`config.mk`:
```
export PLATFORM = sky130hd
export DESIGN_NAME = nmx_wb_arbiter
export DESIGN_NICKNAME = d
export VERILOG_FILES = /design/src/rtl/nmx_pkg.sv /design/src/rtl/nmx_rr_arb2.sv /design/src/rtl/nmx_wb_arbiter.sv
export SDC_FILE = /design/constraint.sdc
export NUM_CORES = 1
export LEC_CHECK = 0
export ABC_CLOCK_PERIOD_IN_PS = 3100
export BUFFER_PORTS_ARGS = -buffer_cell sky130_fd_sc_hd__buf_2
export CAP_MARGIN = 20
export CORE_AREA = 2 2 122 124
export DETAILED_ROUTE_END_ITERATION = 6
export DIE_AREA = 0 0 124 126
export PLACE_DENSITY_LB_ADDON = 0.3
export SLEW_MARGIN = 30
export SYNTH_ARGS = -nofsm -noshare
export SYNTH_HDL_FRONTEND = slang
export SYNTH_SLANG_ARGS = --single-unit
```
`constraint.sdc`:
```
create_clock -name wb_clk_i -period 3.1 [get_ports wb_clk_i]
set_clock_uncertainty 0.2 [all_clocks]
set_input_delay 0.31 -clock wb_clk_i [delete_from_list [all_inputs] [get_ports wb_clk_i]]
set_output_delay 0.31 -clock wb_clk_i [all_outputs]
set_load 0.05 [all_outputs]
```
`src/rtl/nmx_pkg.sv`:
```
// Shared types and constants for the neuromorphic macro Wishbone arbiter.
package nmx_pkg;

  // Arbiter ownership state; the encoding is internal to the FSM.
  typedef enum logic [1:0] {
    ST_IDLE = 2'd0,
    ST_OWN0 = 2'd1,
    ST_OWN1 = 2'd2
  } nmx_state_e;

  // One-hot owner encoding, as seen on grant_o.
  localparam logic [1:0] OWNER_NONE = 2'b00;
  localparam logic [1:0] OWNER_M0   = 2'b01;
  localparam logic [1:0] OWNER_M1   = 2'b10;

  localparam logic [31:0] NMX_ABORT_DATA = 32'hDEAD_BEEF;
  localparam int unsigned NMX_CNT_W      = 16;

  // Bundled requester-side Wishbone request.
  typedef struct packed {
    logic        cyc;
    logic        stb;
    logic        we;
    logic [3:0]  sel;
    logic [31:0] adr;
    logic [31:0] dat;
  } wb_req_t;

  // Map a granted owner to the FSM state it leads to.
  function automatic nmx_state_e owner_state(input logic [1:0] owner);
    case (owner)
      OWNER_M0: return ST_OWN0;
      OWNER_M1: return ST_OWN1;
      default:  return ST_IDLE;
    endcase
  endfunction

endpackage

```
`src/rtl/nmx_rr_arb2.sv`:
```
// Two-way round-robin selector with one bit of history.
module nmx_rr_arb2 (
  input  logic       clk_i,
  input  logic       rst_ni,
  input  logic [1:0] req_i,
  input  logic       update_i,
  output logic [1:0] gnt_o
);

  // 1 = requester 1 was granted last, so requester 0 wins the next tie.
  logic last1_q;

  // Pick the requester; on a tie, the one not granted last wins.
  always_comb begin
    gnt_o = 2'b00;
    case (req_i)
      2'b01:   gnt_o = 2'b01;
      2'b10:   gnt_o = 2'b10;
      2'b11:   gnt_o = last1_q ? 2'b01 : 2'b10;
      default: gnt_o = 2'b00;
    endcase
  end

  // Remember who was granted whenever a grant is actually taken.
  always_ff @(posedge clk_i or negedge rst_ni) begin
    if (!rst_ni)                   last1_q <= 1'b1;
    else if (update_i && |gnt_o)   last1_q <= gnt_o[1];
  end

endmodule

```
`src/rtl/nmx_wb_arbiter.sv`:
```
// Two-requester Wishbone arbiter in front of the neuromorphic macro slave,
// with a no-ack watchdog that aborts a stuck transfer.
module nmx_wb_arbiter
  import nmx_pkg::*;
#(
  parameter int unsigned TIMEOUT_CYCLES = 255,
  parameter logic [31:0] ABORT_DATA     = NMX_ABORT_DATA
) (
  input  logic        wb_clk_i,
  input  logic        wb_rst_ni,
  input  logic        m0_cyc_i,
  input  logic        m0_stb_i,
  input  logic        m0_we_i,
  input  logic [3:0]  m0_sel_i,
  input  logic [31:0] m0_adr_i,
  input  logic [31:0] m0_dat_i,
  output logic [31:0] m0_dat_o,
  output logic        m0_ack_o,
  input  logic        m1_cyc_i,
  input  logic        m1_stb_i,
  input  logic        m1_we_i,
  input  logic [3:0]  m1_sel_i,
  input  logic [31:0] m1_adr_i,
  input  logic [31:0] m1_dat_i,
  output logic [31:0] m1_dat_o,
  output logic        m1_ack_o,
  output logic        s_cyc_o,
  output logic        s_stb_o,
  output logic        s_we_o,
  output logic [3:0]  s_sel_o,
  output logic [31:0] s_adr_o,
  output logic [31:0] s_dat_o,
  input  logic [31:0] s_dat_i,
  input  logic        s_ack_i,
  output logic [1:0]  grant_o,
  output logic        timeout_o,
  input  logic        clr_timeout_i
);

  localparam logic [NMX_CNT_W-1:0] TO_LAST = NMX_CNT_W'(TIMEOUT_CYCLES - 1);

  nmx_state_e           state_q;
  logic [NMX_CNT_W-1:0] cnt_q;
  logic                 timeout_q, timeout_d;
  logic [1:0]           grant_q;

  wb_req_t    req0, req1, own_req;
  logic       own0, own1, owned, abort;
  logic [1:0] rr_req, rr_gnt;

  assign req0 = '{cyc: m0_cyc_i, stb: m0_stb_i, we: m0_we_i,
                  sel: m0_sel_i, adr: m0_adr_i, dat: m0_dat_i};
  assign req1 = '{cyc: m1_cyc_i, stb: m1_stb_i, we: m1_we_i,
                  sel: m1_sel_i, adr: m1_adr_i, dat: m1_dat_i};

  assign own0  = (state_q == ST_OWN0);
  assign own1  = (state_q == ST_OWN1);
  assign owned = own0 | own1;

  // Owner's request; all zero when idle so the slave bus stays quiet.
  always_comb begin
    own_req = '0;
    if (own0)      own_req = req0;
    else if (own1) own_req = req1;
  end

  // Abort fires in the cycle the watchdog has counted out; it overrides any ack.
  assign abort = owned & own_req.stb & (cnt_q == TO_LAST);

  assign s_cyc_o = own_req.cyc & ~abort;
  assign s_stb_o = own_req.stb & ~abort;
  assign s_we_o  = own_req.we;
  assign s_sel_o = own_req.sel;
  assign s_adr_o = own_req.adr;
  assign s_dat_o = own_req.dat;

  assign m0_ack_o = own0 & (abort | s_ack_i);
  assign m1_ack_o = own1 & (abort | s_ack_i);
  assign m0_dat_o = own0 ? (abort ? ABORT_DATA : s_dat_i) : '0;
  assign m1_dat_o = own1 ? (abort ? ABORT_DATA : s_dat_i) : '0;

  assign grant_o   = grant_q;
  assign timeout_o = timeout_q;

  assign rr_req = {m1_cyc_i & m1_stb_i, m0_cyc_i & m0_stb_i};

  nmx_rr_arb2 u_rr (
    .clk_i    (wb_clk_i),
    .rst_ni   (wb_rst_ni),
    .req_i    (rr_req),
    .update_i (state_q == ST_IDLE),
    .gnt_o    (rr_gnt)
  );

  // Sticky abort flag: a new abort beats a simultaneous clear.
  always_comb begin
    timeout_d = timeout_q;
    if (abort)              timeout_d = 1'b1;
    else if (clr_timeout_i) timeout_d = 1'b0;
  end

  // Ownership FSM with watchdog counter and registered grant.
  always_ff @(posedge wb_clk_i or negedge wb_rst_ni) begin
    if (!wb_rst_ni) begin
      state_q   <= ST_IDLE;
      grant_q   <= OWNER_NONE;
      cnt_q     <= '0;
      timeout_q <= 1'b0;
    end else begin
      timeout_q <= timeout_d;
      case (state_q)
        ST_IDLE: begin
          cnt_q   <= '0;
          grant_q <= rr_gnt;
          state_q <= owner_state(rr_gnt);
        end
        ST_OWN0, ST_OWN1: begin
          if (abort || !own_req.cyc) begin
            state_q <= ST_IDLE;
            grant_q <= OWNER_NONE;
            cnt_q   <= '0;
          end else if (s_ack_i) begin
            cnt_q <= '0;
          end else if (own_req.stb) begin
            cnt_q <= cnt_q + NMX_CNT_W'(1);
          end
        end
        default: begin
          state_q <= ST_IDLE;
          grant_q <= OWNER_NONE;
          cnt_q   <= '0;
        end
      endcase
    end
  end

endmodule

```
=== Word level (Yosys, flattened, before mapping) ===
Index checks and enable logic that the tools add are counted.

* Register bits: 22
* Input bits: 178
* Logic and storage cells: 51

* Add/subtract/negate cells: 1
* Equal/unequal tests: 10
* Mux-type cells: 17
* Bitwise logic cells: 11
* Reductions and logical operators: 7

{| class="wikitable"
|+ Operators by type and width
! operator !! count
|-
| $mux W71 || 2
|-
| $mux W32 || 3
|-
| $mux W16 || 4
|-
| $add A16 B1 Y16 const B || 1
|-
| $eq A16 B8 Y1 const B || 1
|-
| $pmux W2 S2 || 3
|-
| $and A1 B1 Y1 || 8
|-
| $eq A2 B2 Y1 const B || 4
|-
| $eq A2 B1 Y1 const B || 3
|-
| $pmux W2 S3 || 1
|-
| $mux W2 || 2
|-
| $ne A4 B4 Y1 const B || 1
|-
| $reduce_or A2 Y1 || 2
|-
| $logic_not A2 Y1 || 1
|-
| $mux W1 || 2
|-
| $ne A2 B2 Y1 const B || 1
|-
| $or A1 B1 Y1 || 2
|-
| $reduce_bool A2 Y1 || 1
|-
| $logic_and A1 B1 Y1 || 1
|-
| $logic_not A1 Y1 || 1
|-
| $logic_or A1 B1 Y1 || 1
|-
| $not A1 Y1 || 1
|}

=== Longest topological paths before layout ===
* Word-level depth: 8
* Mapped depth: 10
* Mapped depth without buffers: 6

=== By module ===
A second synthesis with hierarchy kept.

* Cell total of the unflattened synthesis: 314
* Area total of the unflattened synthesis: 2,595.0 um^2

{| class="wikitable"
|+ Modules (own cells, without submodules)
! module !! instances !! cells each !! area each (um^2)
|-
| nmx_wb_arbiter || 1 || 308 || 2,538.7
|-
| nmx_rr_arb2 || 1 || 6 || 56.3
|}

=== Least setup slack after synthesis ===
No wires, ideal clock.

* Path kind: flip-flop to output port
* From: reg state_q[0]
* To: out s_stb_o
* Arrival: 2.233 ns
* Data required time: 2.590 ns
* Setup slack: 0.357 ns
* Cell stages (with the launch flop): 10
* Path buffers: 3
* Cell sequence: dfrtp_1 > inv_1 > ha_1 > buf_2 > and3b_1 > buf_6 > o21ai_2 > nor2_1 > buf_2 > a21oi_1

* Cells in the longest elaborated chain, start to end: 7
* Elaborated cells on any way between the ends: 9
* Those cells by class: 2 x eq/ne; 2 x mux; 5 x bitwise

{| class="wikitable"
|+ RTL lines
! element !! RTL line !! RTL
|-
| start: declaration || nmx_wb_arbiter.sv:42 || <nowiki>nmx_state_e state_q;</nowiki>
|-
| start signal: assignment || nmx_wb_arbiter.sv:115 || <nowiki>state_q <= owner_state(rr_gnt);</nowiki>
|-
| $eq A2 B2 Y1 || nmx_wb_arbiter.sv:57 || <nowiki>assign own1 = (state_q == ST_OWN1);</nowiki>
|-
| $mux W71 || nmx_wb_arbiter.sv:64 || <nowiki>else if (own1) own_req = req1;</nowiki>
|-
| $mux W71 || nmx_wb_arbiter.sv:63 || <nowiki>if (own0) own_req = req0;</nowiki>
|-
| $and A1 B1 Y1 (2 in series) || nmx_wb_arbiter.sv:68 || <nowiki>assign abort = owned & own_req.stb & (cnt_q == TO_LAST);</nowiki>
|-
| $not A1 Y1 || nmx_wb_arbiter.sv:71 || <nowiki>assign s_stb_o = own_req.stb & ~abort;</nowiki>
|-
| $and A1 B1 Y1 * || nmx_wb_arbiter.sv:71 ||
|-
| end: declaration || nmx_wb_arbiter.sv:28 || <nowiki>output logic s_stb_o,</nowiki>
|}

Every way passes the cells marked *; elsewhere a longest branch is shown, timed or not.

=== Worst setup path in the final report ===
* From: reg state_q[0]
* To: out m0_dat_o[19]

* Cells in the longest elaborated chain, start to end: 7
* Elaborated cells on any way between the ends: 9
* Those cells by class: 2 x eq/ne; 4 x mux; 3 x bitwise

{| class="wikitable"
|+ RTL lines
! element !! RTL line !! RTL
|-
| $eq A2 B2 Y1 || nmx_wb_arbiter.sv:57 ||
|-
| $mux W71 || nmx_wb_arbiter.sv:64 ||
|-
| $mux W71 || nmx_wb_arbiter.sv:63 ||
|-
| $and A1 B1 Y1 (2 in series) || nmx_wb_arbiter.sv:68 ||
|-
| $mux W32 || nmx_wb_arbiter.sv:79 || <nowiki>assign m0_dat_o = own0 ? (abort ? ABORT_DATA : s_dat_i) : '0;</nowiki>
|-
| $mux W32 * || nmx_wb_arbiter.sv:79 ||
|-
| end: declaration || nmx_wb_arbiter.sv:17 || <nowiki>output logic [31:0] m0_dat_o,</nowiki>
|}

Marks and branches as above.

==> results_dict.tcl <==
set metrics [dict create \
    setup_viol 0 \
    period_share_pct 96.2 \
    ys_seq_area_share_pct 21.0 \
    avgViaCountPerCell 4.74 \
    hpwl_mm 14.4 \
    netlist_instances 308 \
    total_power_mw 1.86 \
    syn_nets 491 \
    min_period_ns 2.98 \
    cpMaxStageDelayCell "dfrtp_1" \
    antenna_found_initial 2 \
    synth_seq_cells 22 \
    drc 0 \
    ios 318 \
    worstMarginPinSlew_ns 0.654 \
    power.density_nw_per_um2 372 \
    whs_ns 0.0432 \
    critPathLaunchType "register" \
    drv_slew 0 \
    path_max_fanout 51 \
    async_flop_share_pct 100 \
    grt_usage_pct 19.9 \
    cp.arrival_ns 2.47 \
    syn2layout_area_growth_pct 90.5 \
    port_buffers 317 \
    outcome "finished clean" \
    reg2reg_depth 7 \
    max_freq_mhz 335 \
    cts-root-buf "clkbuf_16" \
    min_path_type "primary input to register" \
    clock-sinks 22 \
    wl_per_cell_um 20.9 \
    cpPeakStageDelay_ns 0.40 \
    yosysTopAreaCellShare_pct 23.4 \
    rows 44 \
    num_vias 3739 \
    leakagePower_nw 2.63 \
    cts.htree.levels 1 \
    crit_chain "inv_1 -> ha_1 -> nor4b_1 -> nand4_1 -> nor2_4 -> buf_12 -> o21a_1 -> buf_2" \
    firstDrtPassIters 4 \
    dp.cells 782 \
    die_h_um 126 \
    vdd_drop_max_v 0.000267 \
    ys.warnings.count 0 \
    report.final.hold_viol_count 0 \
    n_antenna_cell 0 \
    start_util_pct 18.3 \
    grt_pass1_wl_mm 22.9 \
    worst_slack_ns 0.118 \
    drtIter0Drc 154 \
    die_x_um 124 \
    clockBufferDepth 2 \
    maxCapViolations 0 \
    routabilityCongestion 0.874 \
    postLayoutCellArea_um2 5000 \
    netlist_area_um2 2620 \
    synth_edf_count 0 \
    clock_latency_ns 0.26 \
    maxSlewHeadroom_pct 56.4 \
    first_global_vias 3668 \
    critical_path_class "register to output port" \
    synth.distinct_cells 46 \
    core_um2 14300 \
    die_area_um2 15600 \
    cts_tree "built" \
    cts_buffers 3 \
    wl_mm 16.5 \
    crit_path_end_kind "output port" \
    clk_pin_slew_ns 0.06 \
    avgSynthCellArea_um2 8.51 \
    ys_top_cells_by_area "a22o_1, dfrtp_1, o21a_1" \
    overflow 0 \
    post-place-ws_ns 0.201 \
    nNetsFinal 788 \
    place_area_um2 4890 \
    required_ns 2.59 \
    worstHoldPathCells 2 \
    yosysTopAreaCell "a22o_1" \
    ys.flop_type "dfrtp_1" \
    ant_nets 0 \
    layout-drive-gt1-share_pct 57.0 \
    grt_max_degree 65 \
    fin_cells 788 \
]
==> timing repair <==
item	CTS	global route
resized for setup	1	3
setup endpoints to repair	17	23
endpoints found under the hold margin	21	0
pin swaps	0	1
hold buffers	1	0
setup buffers	0	1
==> per-layer routing <==
metal / part of all wire (%) / track usage (%)
met1: 47 / 29.7
met2: 42 / 28.3
met3: 10 / 6.43
met4: 0.94 / 3.04
met5: 0.079 / 0
==> placed cells by master, fill, tap and decap left out, types with 4 or more instances in the layout <==
cell type	n
o21a_1	50
nand2_1	11
buf_12	35
a211oi_1	6
inv_1	6
o21ai_0	4
xnor2_1	5
ha_1	4
nand4_1	5
nor3_1	10
nand3_1	7
dfrtp_1	21
xor2_1	5
mux2i_1	4
buf_2	282
buf_4	11
a22o_1	70
and3_1	19
==> area by class of cell <==
type                       instances  area [um^2]
tap                              184          230
sequential                        22          552
multi-input combinational        241         1890
fill                            1523         9320
clock buffer                       4         78.8
inverter                           6         22.5
timing repair buffer             331         2220
==> power by group <==
group	internal (mW)	leakage, nW	switching, mW	total (mW)
clock	0.176	0.0382	0.106	0.281
combinational	0.429	2.29	0.843	1.27
sequential	0.298	0.301	0.00575	0.304
==> worst max-delay path: cells and delay by family (launching register included) <==
kind,cells,cell delay (ns)
flops,1,0.40
buf+inv,3,0.58
compound gates,1,0.16
simple gates,3,0.69
fa+ha+maj,1,0.34
==> cells by family after synthesis <==
kind of cell,share of synthesized area [%]
AO/OA/AOI/OAI,46.4
XOR/XNOR,3.34
adder cells (fa/ha/maj),2.39
buffers and inverters,7.92
flip-flops,21.0
multiplexers,1.53
AND/OR/NAND/NOR,17.4
==> state kept, by name (all words and copies together) (netlist names) <==
signal / cells
u_rr.last1_q: 1
state_q: 2
cnt_q: 16
grant_o: 2
timeout_o: 1
==> synthesized netlist by cell type (all sizes together) (6+ instances only) <==
library cell	number
a22o	70
o21a	50
dfrtp	21
clkbuf	20
and3	19
buf	19
nand2	11
nor3	10
a211oi	7
nand3	7
inv	6
==> path summary, 6_finish.rpt <==
kind                                    start            to  slack [ns]
worst min register to register   u_rr.last1_q  u_rr.last1_q        0.28
min in group asynchronous           wb_rst_ni    grant_o[1]        0.36
worst max register to register     state_q[0]    state_q[0]        0.55
max in group asynchronous           wb_rst_ni  u_rr.last1_q        1.98
worst min-delay path            clr_timeout_i     timeout_o        0.04
worst max-delay path               state_q[0]  m0_dat_o[19]        0.12
==> stage by stage <==
step / utilization, % / setup TNS [ns]
after floorplan: - / 0
after detailed placement: 34.2 / 0
final: 34.9 / 0
after CTS: 34.8 / 0
after global placement: 34.2 / 0
after global routing: 34.9 / -0.00161
No activity file was read; power rests on OpenSTA's default activity.
